===== src/rtl/fpu_pkg.sv =====
// fpu_pkg: shared FPU constants, field widths and the int-to-fp normalizer FSM states.
package fpu_pkg;
    localparam int EXP_W = 8;
    localparam int FRAC_W = 23;
    localparam logic [EXP_W-1:0] FP32_EXP_BIAS = 8'd127;
    localparam logic [EXP_W-1:0] INT_CVT_EXP_INIT = 8'd158;
    typedef enum logic [1:0] {IDLE, NORM, HOLD} state_t;
endpackage


===== src/rtl/int_to_fp_normalizer.sv =====
// int_to_fp_normalizer: normalizes a 32-bit integer into sign/exponent/mantissa candidate for rounding.
// Define INT_TO_FP_UNSIGNED_EN to add the in_unsigned port for unsigned conversion.
module int_to_fp_normalizer
    import fpu_pkg::*;
(
    input  logic                  clk,
    input  logic                  rst_n,
    input  logic                  in_valid,
    output logic                  in_ready,
    input  logic [31:0]           in_data,
    input  logic [1:0]            in_rm,
`ifdef INT_TO_FP_UNSIGNED_EN
    input  logic                  in_unsigned,
`endif
    output logic                  out_valid,
    input  logic                  out_ready,
    output logic [EXP_W:0]        out_sign_and_exp,
    output logic [FRAC_W+8:0]     out_mantissa_candidate,
    output logic                  out_is_zero,
    output logic [1:0]            out_rm
);
    state_t state;
    logic sign;
    logic [31:0] mag;
    logic [EXP_W-1:0] exp;
    logic neg;
`ifdef INT_TO_FP_UNSIGNED_EN
    assign neg = in_data[31] & ~in_unsigned;
`else
    assign neg = in_data[31];
`endif
    assign in_ready = state == IDLE;
    assign out_valid = state == HOLD;
    always_ff @(posedge clk or negedge rst_n) begin
        if (!rst_n) begin
            state <= IDLE;
            sign <= 1'b0;
            mag <= '0;
            exp <= '0;
            out_sign_and_exp <= '0;
            out_mantissa_candidate <= '0;
            out_is_zero <= 1'b0;
            out_rm <= '0;
        end else begin
            case (state)
                IDLE: if (in_valid) begin
                    sign <= neg;
                    mag <= neg ? -in_data : in_data;
                    exp <= INT_CVT_EXP_INIT;
                    out_rm <= in_rm;
                    if (in_data == '0) begin
                        state <= HOLD;
                        out_is_zero <= 1'b1;
                        out_sign_and_exp <= '0;
                        out_mantissa_candidate <= '0;
                    end else begin
                        state <= NORM;
                    end
                end
                // Byte-wide shifts first keep the worst case at 10 steps.
                NORM: if (mag[31]) begin
                    state <= HOLD;
                    out_sign_and_exp <= {sign, exp};
                    out_mantissa_candidate <= {mag[30:0], 1'b0};
                    out_is_zero <= 1'b0;
                end else if (mag[31:24] == 8'd0) begin
                    mag <= mag << 8;
                    exp <= exp - 8'd8;
                end else begin
                    mag <= mag << 1;
                    exp <= exp - 8'd1;
                end
                HOLD: if (out_ready) state <= IDLE;
                default: state <= IDLE;
            endcase
        end
    end
endmodule

===== config.mk =====
export PLATFORM = sky130hd
export DESIGN_NAME = int_to_fp_normalizer
export DESIGN_NICKNAME = d
export VERILOG_FILES = /design/src/rtl/fpu_pkg.sv /design/src/rtl/int_to_fp_normalizer.sv
export SDC_FILE = /design/constraint.sdc
export NUM_CORES = 1
export LEC_CHECK = 0
export ABC_AREA = 0
export CAP_MARGIN = 20
export CORE_MARGIN = 4
export CORE_UTILIZATION = 40
export CTS_CLUSTER_DIAMETER = 150
export DETAILED_ROUTE_END_ITERATION = 8
export DONT_BUFFER_PORTS = 1
export REMOVE_ABC_BUFFERS = 1
export SETUP_SLACK_MARGIN = 0.15
export SYNTH_ARGS = -nofsm -noshare
export SYNTH_HDL_FRONTEND = slang
export SYNTH_SLANG_ARGS = --single-unit

===== constraint.sdc =====
create_clock -name clk -period 2.1 [get_ports clk]
set_input_delay 0.42 -clock clk [delete_from_list [all_inputs] [get_ports clk]]
set_output_delay 0.42 -clock clk [all_outputs]
set_load 0.01 [all_outputs]

Yosys cells after proc, flatten, opt, wreduce, memory -nomap -nowiden
Index checks and enable logic that the tools add are counted.
W data, S select, Z words.
- input bits: 38
- bits in registers: 87
- multiplexer cells: 26
- $add $sub $neg: 3
- equality and inequality tests: 7
- reduce and logical (&&, ||, !) cells: 9
- operators by type and width (kind ; count):
    $mux W32 ; 7
    $pmux W32 S2 ; 2
    $logic_not A32 Y1 ; 1
    $neg A32 Y32 ; 1
    $mux W9 ; 3
    $mux W8 ; 3
    $pmux W9 S2 ; 1
    $pmux W8 S2 ; 1
    $logic_not A8 Y1 ; 1
    $mux W2 ; 4
    $sub A8 B1 Y8 const B ; 1
    $sub A8 B4 Y8 const B ; 1
    $ne A2 B2 Y1 const B ; 3
    $pmux W2 S3 ; 1
    $reduce_and A3 Y1 ; 2
    $ne A2 B1 Y1 const B ; 2
    $reduce_and A2 Y1 ; 2
    $reduce_and A4 Y1 ; 1
    $mux W1 ; 3
    $eq A2 B1 Y1 const B ; 1
    $eq A2 B2 Y1 const B ; 1
    $logic_not A2 Y1 ; 1
    $pmux W1 S2 ; 1
    $reduce_bool A2 Y1 ; 1

Logic depth before layout (Yosys ltp)
Gate-level depths: netlist of the first run.
- depth in word-level cells: 4
- depth in mapped cells: 8
- mapped depth without buffers: 7

Least setup slack after synthesis of the first run
Ideal clock, no wire load.
- path kind: in2reg
- from: input in_data[12]
- to: register mag[23]
- path buffers: 1
- stages: 5
- arrival: 2337 ps
- required time: 1976 ps
- slack: -361 ps
- cells stage by stage: or4_1 -> buf_2 -> or4_4 -> or4_4 -> a211o_1
- word-level cells in the longest chain between the ends: 4
- ends and longest elaborated chain (element ; RTL line ; RTL):
    start: declaration ; int_to_fp_normalizer.sv:10 ; input logic [31:0] in_data,
    $neg A32 Y32 ; int_to_fp_normalizer.sv:48 ; mag <= neg ? -in_data : in_data;
    $mux W32 ; int_to_fp_normalizer.sv:48 ;
    $mux W32 ; int_to_fp_normalizer.sv:46 ; IDLE: if (in_valid) begin
    $pmux W32 S2 ; int_to_fp_normalizer.sv:45 ; case (state)
    end signal: assignment ; int_to_fp_normalizer.sv:48 ;
    end signal: assignment ; int_to_fp_normalizer.sv:67 ; mag <= mag << 8;
    end signal: assignment ; int_to_fp_normalizer.sv:70 ; mag <= mag << 1;
    end: declaration ; int_to_fp_normalizer.sv:24 ; logic [31:0] mag;
No other way between the ends. The select of a mux whose other input is x is not followed.
A chain may end at the register's enable or synchronous reset.

Final worst setup path of the first run
- from: input in_data[9]
- to: register mag[23]
The elaborated chain is that of the path after synthesis.

==> impl_metrics.json, run 1 <==
{
  "drt_first_pass_iters": 5,
  "h-tree-depth": 3,
  "start_kind": "input port",
  "cts.clk_slew.worst_paths_ns": 0.07,
  "max-vdd-ir-drop_v": 0.000552,
  "pwr-share-comb_pct": 36.2,
  "start_util_pct": 41.5,
  "setup_tns_ns": 0,
  "grt.total_usage_pct": 22.3,
  "slew-limit-headroom_pct": 61.9,
  "layout-drive-gt1-share_pct": 24.9,
  "die_x_um": 115,
  "postRouteAntennaNets": 0,
  "synth-edff-count": 0,
  "nets": 540,
  "p_clk_share_pct": 21.8,
  "ys_types": 63,
  "leakagePower_uw": 0.00242,
  "grt_use_met1_pct": 29.5,
  "grt_overflow": 0,
  "clkSinkCount": 86,
  "switchingPower_uw": 3120,
  "yosys.area.top_type": "dfrtp_1",
  "dp_worst_setup_slack_ns": -0.377,
  "first_iter_violations": 345,
  "totalWireLength_um": 14300,
  "wl_per_cell_um": 22.3,
  "grt_pass1_wl_um": 22800,
  "grt_use_met2_pct": 35.3,
  "maxCapViolCount": 0,
  "finalCritPeriodShare_pct": 99.1,
  "area_delta_synth_final_pct": 24.5,
  "yosys.area.top_type_share_pct": 47.2,
  "dp_hpwl_um": 10100,
  "yosysMostFrequentCell": "dfrtp_1",
  "synthTopCellsByCount": "86 x dfrtp_1, 40 x a22o_1, 38 x nor2_1, 34 x nand2_1, 28 x o21ai_0",
  "gr-max-usage-layer": "met2",
  "maxSlewViolCount": 0,
  "clkLatencyLatePin_ns": 0.34,
  "cts_root_buffer": "clkbuf_16",
  "cts_buffers": 9,
  "hold_viol_final": 86,
  "netlist_instances": 458,
  "status": "finished, violations left",
  "cp-end-kind": "register",
  "max_freq_mhz": 481,
  "use_met3_pct": 5.32,
  "via_count": 3993,
  "grt_max_degree": 87,
  "synth_seq_area_share_pct": 47.2,
  "cts_tree": "yes",
  "cp_max_fo": 6,
  "crit_arrival_ns": 2.31,
  "async_reset_ff_share_pct": 100,
  "ys_ff_latch": 86,
  "skew_ns": 0.00554,
  "timing.hold.ws_ns": -0.234,
  "diodes": 0,
  "rsz0062_at_grt": "true",
  "place.gp.congestion": 0.891,
  "synth_area_leaders": "dfrtp_1 47%, a22o_1 7.7%, xnor2_1 4.0%",
  "ys_warn_count": 0,
  "syn_avg_cell_area_um2": 9.96,
  "vias_per_cell": 6.21,
  "internal-power_uw": 4840,
  "swShare_pct": 39.2,
  "antenna_found_initial": 0,
  "grt_pass1_vias": 4025,
  "rows": 38,
  "p_per_area_nw_per_um2": 1400,
  "boundaryPins": 84,
  "io_buffer_count": 0,
  "die_h_um": 115,
  "path_class": "in -> reg",
  "synth.cell_area_um2": 4560,
  "core_area_um2": 11000,
  "synthFlopType": "dfrtp_1",
  "seq_power_share_pct": 42.0,
  "drc_errors": 0,
  "critPathRequiredTime_ns": 2.33,
  "ff2ff_path_depth": 6,
  "worstHoldPathType": "in -> async",
  "fin_ws_ns": 0.0191,
  "violations": "negative hold slack",
  "fin_crit_ns": 2.08,
  "worst_pin_slew_ns": 0.570,
  "setup_viol": 0,
  "dieArea_um2": 13200,
  "cts_buffer_depth": 2
}
registers in the layout, indices dropped and copies added, names as in the netlist:
signal,flops
out_rm,2
sign,1
mag,32
out_mantissa_candidate,31
state,2
out_is_zero,1
exp,8
out_sign_and_exp,9
cells in the final DEF, fill, tap and decap left out, types with 3 or more instances in the layout:
master / Yosys / final
a211oi_1: 5 / 5
a21oi_1: 24 / 24
a221o_1: 6 / 6
a221oi_1: 6 / 6
a22o_1: 40 / 40
a22oi_1: 5 / 3
a31oi_1: 4 / 4
buf_12: 0 / 3
buf_4: 1 / 57
clkbuf_16: 0 / 10
clkinvlp_4: 0 / 3
dfrtp_1: 86 / 85
ha_1: 4 / 4
inv_1: 11 / 11
mux2_2: 7 / 5
mux2i_1: 11 / 11
nand2_1: 34 / 34
nand2b_1: 4 / 4
nor2_1: 38 / 36
nor2b_1: 3 / 3
nor3_1: 11 / 7
nor3_2: 0 / 3
nor4_4: 0 / 4
o211ai_1: 3 / 3
o21ai_0: 28 / 20
o21ai_1: 1 / 6
o221ai_1: 3 / 3
o22a_1: 3 / 3
or4_4: 2 / 5
xnor2_1: 21 / 21
xor2_1: 5 / 5
per-layer routing:
metal / up-vias / part of all wire (%)
met5: - / 0
met4: 0 / 2.2
met3: 25 / 7.8
met2: 164 / 48
met1: 2003 / 42
li1: 1801 / -
power groups by stage:
stage	clock, uW	combinational [uW]	sequential (uW)
2_1_floorplan	0	1750	3050
3_3_place_gp	0	2680	3330
3_5_place_dp	0	2740	3330
4_1_cts	1770	2780	3320
5_1_grt	1850	3220	3440
6_report	1740	2880	3340
cells by family after synthesis:
kind of cell | after synthesis | share of synthesized area, %
fa+ha+maj | 4 | 1.10
mux | 18 | 4.14
compound gates | 153 | 24.7
simple gates | 124 | 13.8
buf+inv | 46 | 4.06
xor+xnor | 26 | 4.99
other cells | 1 | 0.0822
flops | 86 | 47.2
critical path, cell delays in order:
cell     delay, ns
or4_4         0.51
buf_6         0.15
or4_4         0.42
or4_4         0.53
a211o_1       0.28
area by class of cell:
cell class / count / area [um^2]
timing repair buffer: 64 / 541
inverter: 11 / 41.3
fill: 989 / 5300
clock buffer: 9 / 225
clock inverter: 7 / 96.3
sequential: 86 / 2150
tap: 140 / 175
multi-input combinational: 326 / 2450
through the flow:
step	cell area, um^2	power (uW)	utilization (%)	cells	hold WS, ns
floorplan	4420	4800	-	423	0.124
global placement	5040	6010	45.9	615	0.128
detailed placement	5040	6070	45.9	615	0.127
CTS	5450	7860	49.6	633	-0.242
global route	5680	8500	51.7	643	-0.249
finish	5680	7970	51.7	643	-0.234
path summary, 6_finish.rpt:
kind                             from                  end  slack, ns
min                             rst_n  out_sign_and_exp[5]      -0.23
max in group asynchronous       rst_n              mag[31]       2.22
max                        in_data[9]              mag[23]       0.02
min in group clk            out_ready             state[1]       0.18
max reg2reg                  state[1]               exp[7]       0.21
min reg2reg                    exp[0]               exp[0]       0.50
repair_timing:
| action | in CTS | in global routing |
|---|---|---|
| pin swaps | 0 | 8 |
| setup endpoints to repair | 31 | 62 |
| hold endpoints to repair | 86 | 86 |
| gates cloned | 0 | 1 |
| gates resized for setup | 18 | 33 |
| setup buffers | 2 | 9 |
Note: power is estimated with default switching activity, not from simulation.
==> run 2: changes to the inputs <==
Settings changed: REMOVE_ABC_BUFFERS 1 to unset.
==> run 2 against run 1 <==
Effect of this change: the run still ends with negative hold slack left; utilization is 0.80 points lower; first-iteration DRC count is 31% higher; design area is 1.5% lower; global-route usage is 1.7 points lower; flip-flop and latch count stayed put; clock power is 5% higher; via count is 3.7% lower; critical endpoint is now mag[29]; highest routed layer unchanged.
==> impl_metrics.json, run 2 (synthesis gave the netlist of run 1 again) <==
{
  "largest_register_ffs": 32,
  "path_class": "in -> reg",
  "fin_crit_ns": 2.04,
  "cp_max_fo": 6,
  "violations": "negative hold slack",
  "leakagePower_uw": 0.00240,
  "final_common_cell": "dfrtp_1",
  "max-vdd-ir-drop_v": 0.000666,
  "cts_tree": "yes",
  "grt_pass1_wl_um": 21100,
  "crit_slowest_cell": "or4b_4",
  "grt_overflow": 0,
  "rows": 38,
  "drc_errors": 0,
  "cts_root_buffer": "clkbuf_16",
  "ff2ff_path_depth": 5,
  "final_cell_mix": "86 x dfrtp_1, 51 x buf_4, 40 x a22o_1, 36 x nor2_1, 34 x nand2_1",
  "via_count": 3846,
  "place.gp.congestion": 0.892,
  "antenna_found_initial": 0,
  "synth_nets": 500,
  "skew_ns": 0.00495,
  "start_util_pct": 41.5,
  "crit_arrival_ns": 2.25,
  "reg.largest.list": "mag: 32 flops, out_mantissa_candidate: 31 flops, out_sign_and_exp: 9 flops",
  "io_buffer_count": 0,
  "reg2reg_from": "mag[28]",
  "path_cells": "or4_4, or4b_4, o41ai_4, xor2_1, a21oi_1",
  "die_x_um": 115,
  "grt.total_usage_pct": 20.6,
  "cp.buffers_inverters": 0,
  "cts_buffer_depth": 2,
  "reg2reg_to": "mag[19]",
  "post-place-cells": 614,
  "worst_pin_slew_ns": 0.762,
  "cts_buffers": 9,
  "finalNonFillerCells": 633,
  "clkSinkCount": 86,
  "finalCritPeriodShare_pct": 97.4,
  "setup_tns_ns": 0,
  "critPathRequiredTime_ns": 2.30,
  "core_area_um2": 11000,
  "fin_area_um2": 5590,
  "top_register": "mag",
  "max_freq_mhz": 489,
  "grt_pass1_vias": 3781,
  "rrSetupSlack_ns": 0.22,
  "diodes": 0,
  "post_dp_cell_area_um2": 5070,
  "totalWireLength_um": 13300,
  "slew-limit-headroom_pct": 49.1,
  "h-tree-depth": 3,
  "maxCapViolCount": 0,
  "worstHoldPathType": "in -> async",
  "layout-drive-gt1-share_pct": 23.1,
  "setup_viol": 0,
  "first_iter_violations": 453,
  "cp-end-kind": "register",
  "maxSlewViolCount": 0,
  "drt_first_pass_iters": 5,
  "grt_max_degree": 87,
  "fillers": 1000,
  "die_h_um": 115,
  "slowest_delay_ns": 0.60,
  "rsz0062_at_grt": "true",
  "vias_per_cell": 6.08,
  "fin_util_pct": 50.9,
  "wl_per_cell_um": 21.0,
  "clkLatencyLatePin_ns": 0.34,
  "p_per_area_nw_per_um2": 1420,
  "start_kind": "input port",
  "dieArea_um2": 13200,
  "nets": 530,
  "area_delta_synth_final_pct": 22.6,
  "boundaryPins": 84,
  "timing.hold.ws_ns": -0.223,
  "dp_hpwl_um": 9850,
  "hold_viol_final": 86,
  "postRouteAntennaNets": 0,
  "cp_top_family": "simple AND/OR/NAND/NOR gates",
  "status": "finished, violations left",
  "cts.clk_slew.worst_paths_ns": 0.06
}
-- run 2: how the worst max path moves through the flow --
| stage | start | endpoint | slack (ns) | cells past startpoint |
|---|---|---|---|---|
| CTS | in_data[12] | mag[23] | 0.07 | 4 |
| global route | in_data[12] | mag[23] | 0.04 | 4 |
| global placement | in_data[12] | mag[23] | -0.26 | 4 |
| floorplan | in_data[12] | mag[23] | -0.35 | 5 |
| detailed placement | in_data[12] | mag[23] | -0.28 | 4 |
| finish | in_data[4] | mag[29] | 0.06 | 5 |
-- run 2: per-layer routing --
metal  track usage (%)  wire, um  share of wire (%)  vias up
met5                 0         0                  0        -
met4              8.06       300                2.3        0
met3              5.00       925                7.0       23
met2              29.9      5720                 43      142
met1              29.7      6360                 48     1881
li1                  -         -                  -     1800
-- run 2: repair_timing --
action / in CTS / in global routing
setup endpoints to repair: 18 / 71
pin swaps: 0 / 7
resized for setup: 7 / 21
hold endpoints to repair: 86 / 86
buffers inserted: 0 / 3
-- run 2: layout make-up --
type / instances / area, um^2 / share of cell area, %
well taps: 140 / 175 / 3.13
repair buffers: 54 / 443 / 7.92
multi-input cells: 326 / 2430 / 43.5
clock buffers: 9 / 225 / 4.03
flip-flops and latches: 86 / 2150 / 38.5
clock inverters: 7 / 121 / 2.17
inverters: 11 / 41.3 / 0.738
-- run 2: stage by stage --
step	total power, uW	setup slack, ns
global placement	5970	-0.264
global route	8410	0.0356
floorplan	4930	-0.355
CTS	7890	0.0711
detailed placement	6030	-0.282
finish	7920	0.0554
-- run 2: power by group --
part           leakage, uW  switching (uW)  internal [uW]
sequential         0.00104             942           2390
clock             0.000170             658           1170
combinational      0.00119            1400           1360
total              0.00240            3000           4920
-- run 2: worst register-to-register path, stage by stage, from the launching register on --
cell      delay, ns
dfrtp_1        0.42
nor4_4         0.31
and2_4         0.25
mux2_2         0.34
a222oi_1       0.31
o21ai_0        0.13
==> run 3: changes to the inputs <==
Settings changed: CORE_UTILIZATION 40 to 50, PLACE_DENSITY set to 0.68, REMOVE_ABC_BUFFERS set to 1.
==> run 3 against run 2 <==
Effect of this change: the run still ends with negative hold slack left; sequential power about the same; global-route usage increased by 4.2 points; clock skew increased by 0.012 ns; flip-flop and latch count unchanged; non-clock buffer count decreased by 4; maximum frequency increased by 0.96%; final cell count decreased by 5.7%; die area decreased by 19%; power decreased by 9.0%; largest cell class unchanged; largest power group unchanged.
==> impl_metrics.json, run 3 (synthesis gave the netlist of run 1 again) <==
{
  "dieArea_um2": 10700,
  "leakagePower_uw": 0.00226,
  "largest_register_ffs": 32,
  "antenna_found_initial": 0,
  "path_class": "in -> reg",
  "rows": 34,
  "hold_viol_final": 86,
  "die_x_um": 104,
  "start_kind": "input port",
  "max-vdd-ir-drop_v": 0.000800,
  "grt_overflow": 0,
  "place.gp.congestion": 0.945,
  "timing.hold.ws_ns": -0.264,
  "reg.largest.list": "mag: 32 flops, out_mantissa_candidate: 31 flops, out_sign_and_exp: 9 flops",
  "postRouteAntennaNets": 0,
  "finalCritPeriodShare_pct": 96.4,
  "grt_pass1_vias": 3847,
  "drc_errors": 0,
  "regArea_um2": 2150,
  "fin_crit_ns": 2.03,
  "rsz0062_at_grt": "true",
  "reg2reg_from": "mag[24]",
  "power.total_uw": 7200,
  "diodes": 0,
  "fillers": 750,
  "critPathRequiredTime_ns": 2.34,
  "cts_buffer_depth": 2,
  "drt_first_pass_iters": 6,
  "grt.total_usage_pct": 24.8,
  "worstHoldPathType": "in -> async",
  "cts_tree": "yes",
  "core_area_um2": 8810,
  "layout-drive-gt1-share_pct": 21.5,
  "multi_input_comb_area_um2": 2380,
  "cp_max_fo": 4,
  "path_cells": "or4_4, or4_4, or4_4, a211o_1",
  "die_h_um": 104,
  "top_register": "mag",
  "status": "finished, violations left",
  "cts_buffers": 9,
  "maxCapViolCount": 0,
  "fin_ws_ns": 0.0748,
  "clkLatencyLatePin_ns": 0.36,
  "via_count": 3991,
  "crit_path_frequent_cell": "or4_4",
  "max_freq_mhz": 494,
  "slowest_delay_ns": 0.55,
  "crit_slowest_cell": "or4_4",
  "io_buffer_count": 0,
  "maxSlewViolCount": 0,
  "boundaryPins": 84,
  "vias_per_cell": 6.69,
  "nets": 526,
  "post-place-cells": 576,
  "p_per_area_nw_per_um2": 1360,
  "dp_hpwl_um": 9590,
  "grt_max_degree": 87,
  "cts_root_buffer": "clkbuf_8",
  "setup_viol": 0,
  "final_common_cell": "dfrtp_1",
  "cp-end-kind": "register",
  "slew-limit-headroom_pct": 62.8,
  "first_iter_violations": 351,
  "skew_ns": 0.0168,
  "totalWireLength_um": 13700,
  "dp_worst_setup_slack_ns": -0.422,
  "crit_start": "in_data[14]",
  "crit_arrival_ns": 2.27,
  "clkSinkCount": 86,
  "violations": "negative hold slack",
  "h-tree-depth": 3,
  "final_cell_mix": "84 x dfrtp_1, 46 x buf_4, 40 x a22o_1, 36 x nor2_1, 34 x nand2_1",
  "area_delta_synth_final_pct": 16.2,
  "start_util_pct": 51.8,
  "cts.clk_slew.worst_paths_ns": 0.10,
  "grt_pass1_wl_um": 21400,
  "worst_pin_slew_ns": 0.557,
  "finalNonFillerCells": 597,
  "wl_per_cell_um": 22.9
}
run 3: cell types whose count changed in the layout (fill, tap and decap cells not counted), sizes merged:
| cell | previous run | this run |
|---|---|---|
| buf | 54 | 50 |
| bufinv | 3 | 0 |
| clkbuf | 9 | 10 |
| clkinvlp | 0 | 1 |
| inv | 12 | 13 |
run 3: worst paths after layout:
path | to | slack [ns] | depth (start not counted)
worst min-delay path | out_sign_and_exp[0] | -0.26 | 0
worst max-delay path | mag[23] | 0.07 | 4
worst min register to register | exp[0] | 0.51 | 1
min in group clk | state[1] | 0.15 | 1
worst max register to register | mag[19] | 0.18 | 5
max in group asynchronous | mag[24] | 2.24 | 0
run 3: area by class of cell:
cell class,count,area share (%)
Inverter,11,0.778
Timing Repair Buffer,50,8.02
Clock inverter,6,0.826
Multi-Input combinational cell,326,44.8
Sequential cell,86,40.6
Tap cell,108,2.55
Clock buffer,10,2.41
run 3: critical path, delay by kind of cell:
family             cells  cell delay [ns]
and+or+nand+nor        3             1.57
AOI/OAI and AO/OA      1             0.27
run 3: what timing repair did:
item                                    in CTS  in global routing
endpoints found under the hold margin       86                 86
endpoints found under the setup margin      71                 67
pin swaps                                    1                  3
resized for setup                           12                 18
setup buffers                                1                  4
run 3: stage by stage:
stage,utilization [%],cell area (um^2),setup TNS [ns]
final,60.2,5300,0
after global routing,60.2,5300,0
after CTS,59.0,5190,0
after detailed placement,56.3,4960,-18.06
after global placement,56.3,4960,-14.74
after floorplan,-,4420,-48.82
run 3: metal layers:
layer / global-route usage, % / vias to the layer above / wire length, um
met3: 5.97 / 29 / 1260
met2: 40.0 / 226 / 6480
met5: 0 / - / 0
met4: 7.50 / 0 / 267
met1: 33.3 / 1973 / 5680
li1: - / 1763 / -
run 3: power by group:
group | internal, uW | total [uW] | switching, uW
Clock | 437 | 1070 | 628
Sequential | 2390 | 3320 | 932
Combinational | 1360 | 2820 | 1460
Total | 4180 | 7200 | 3020
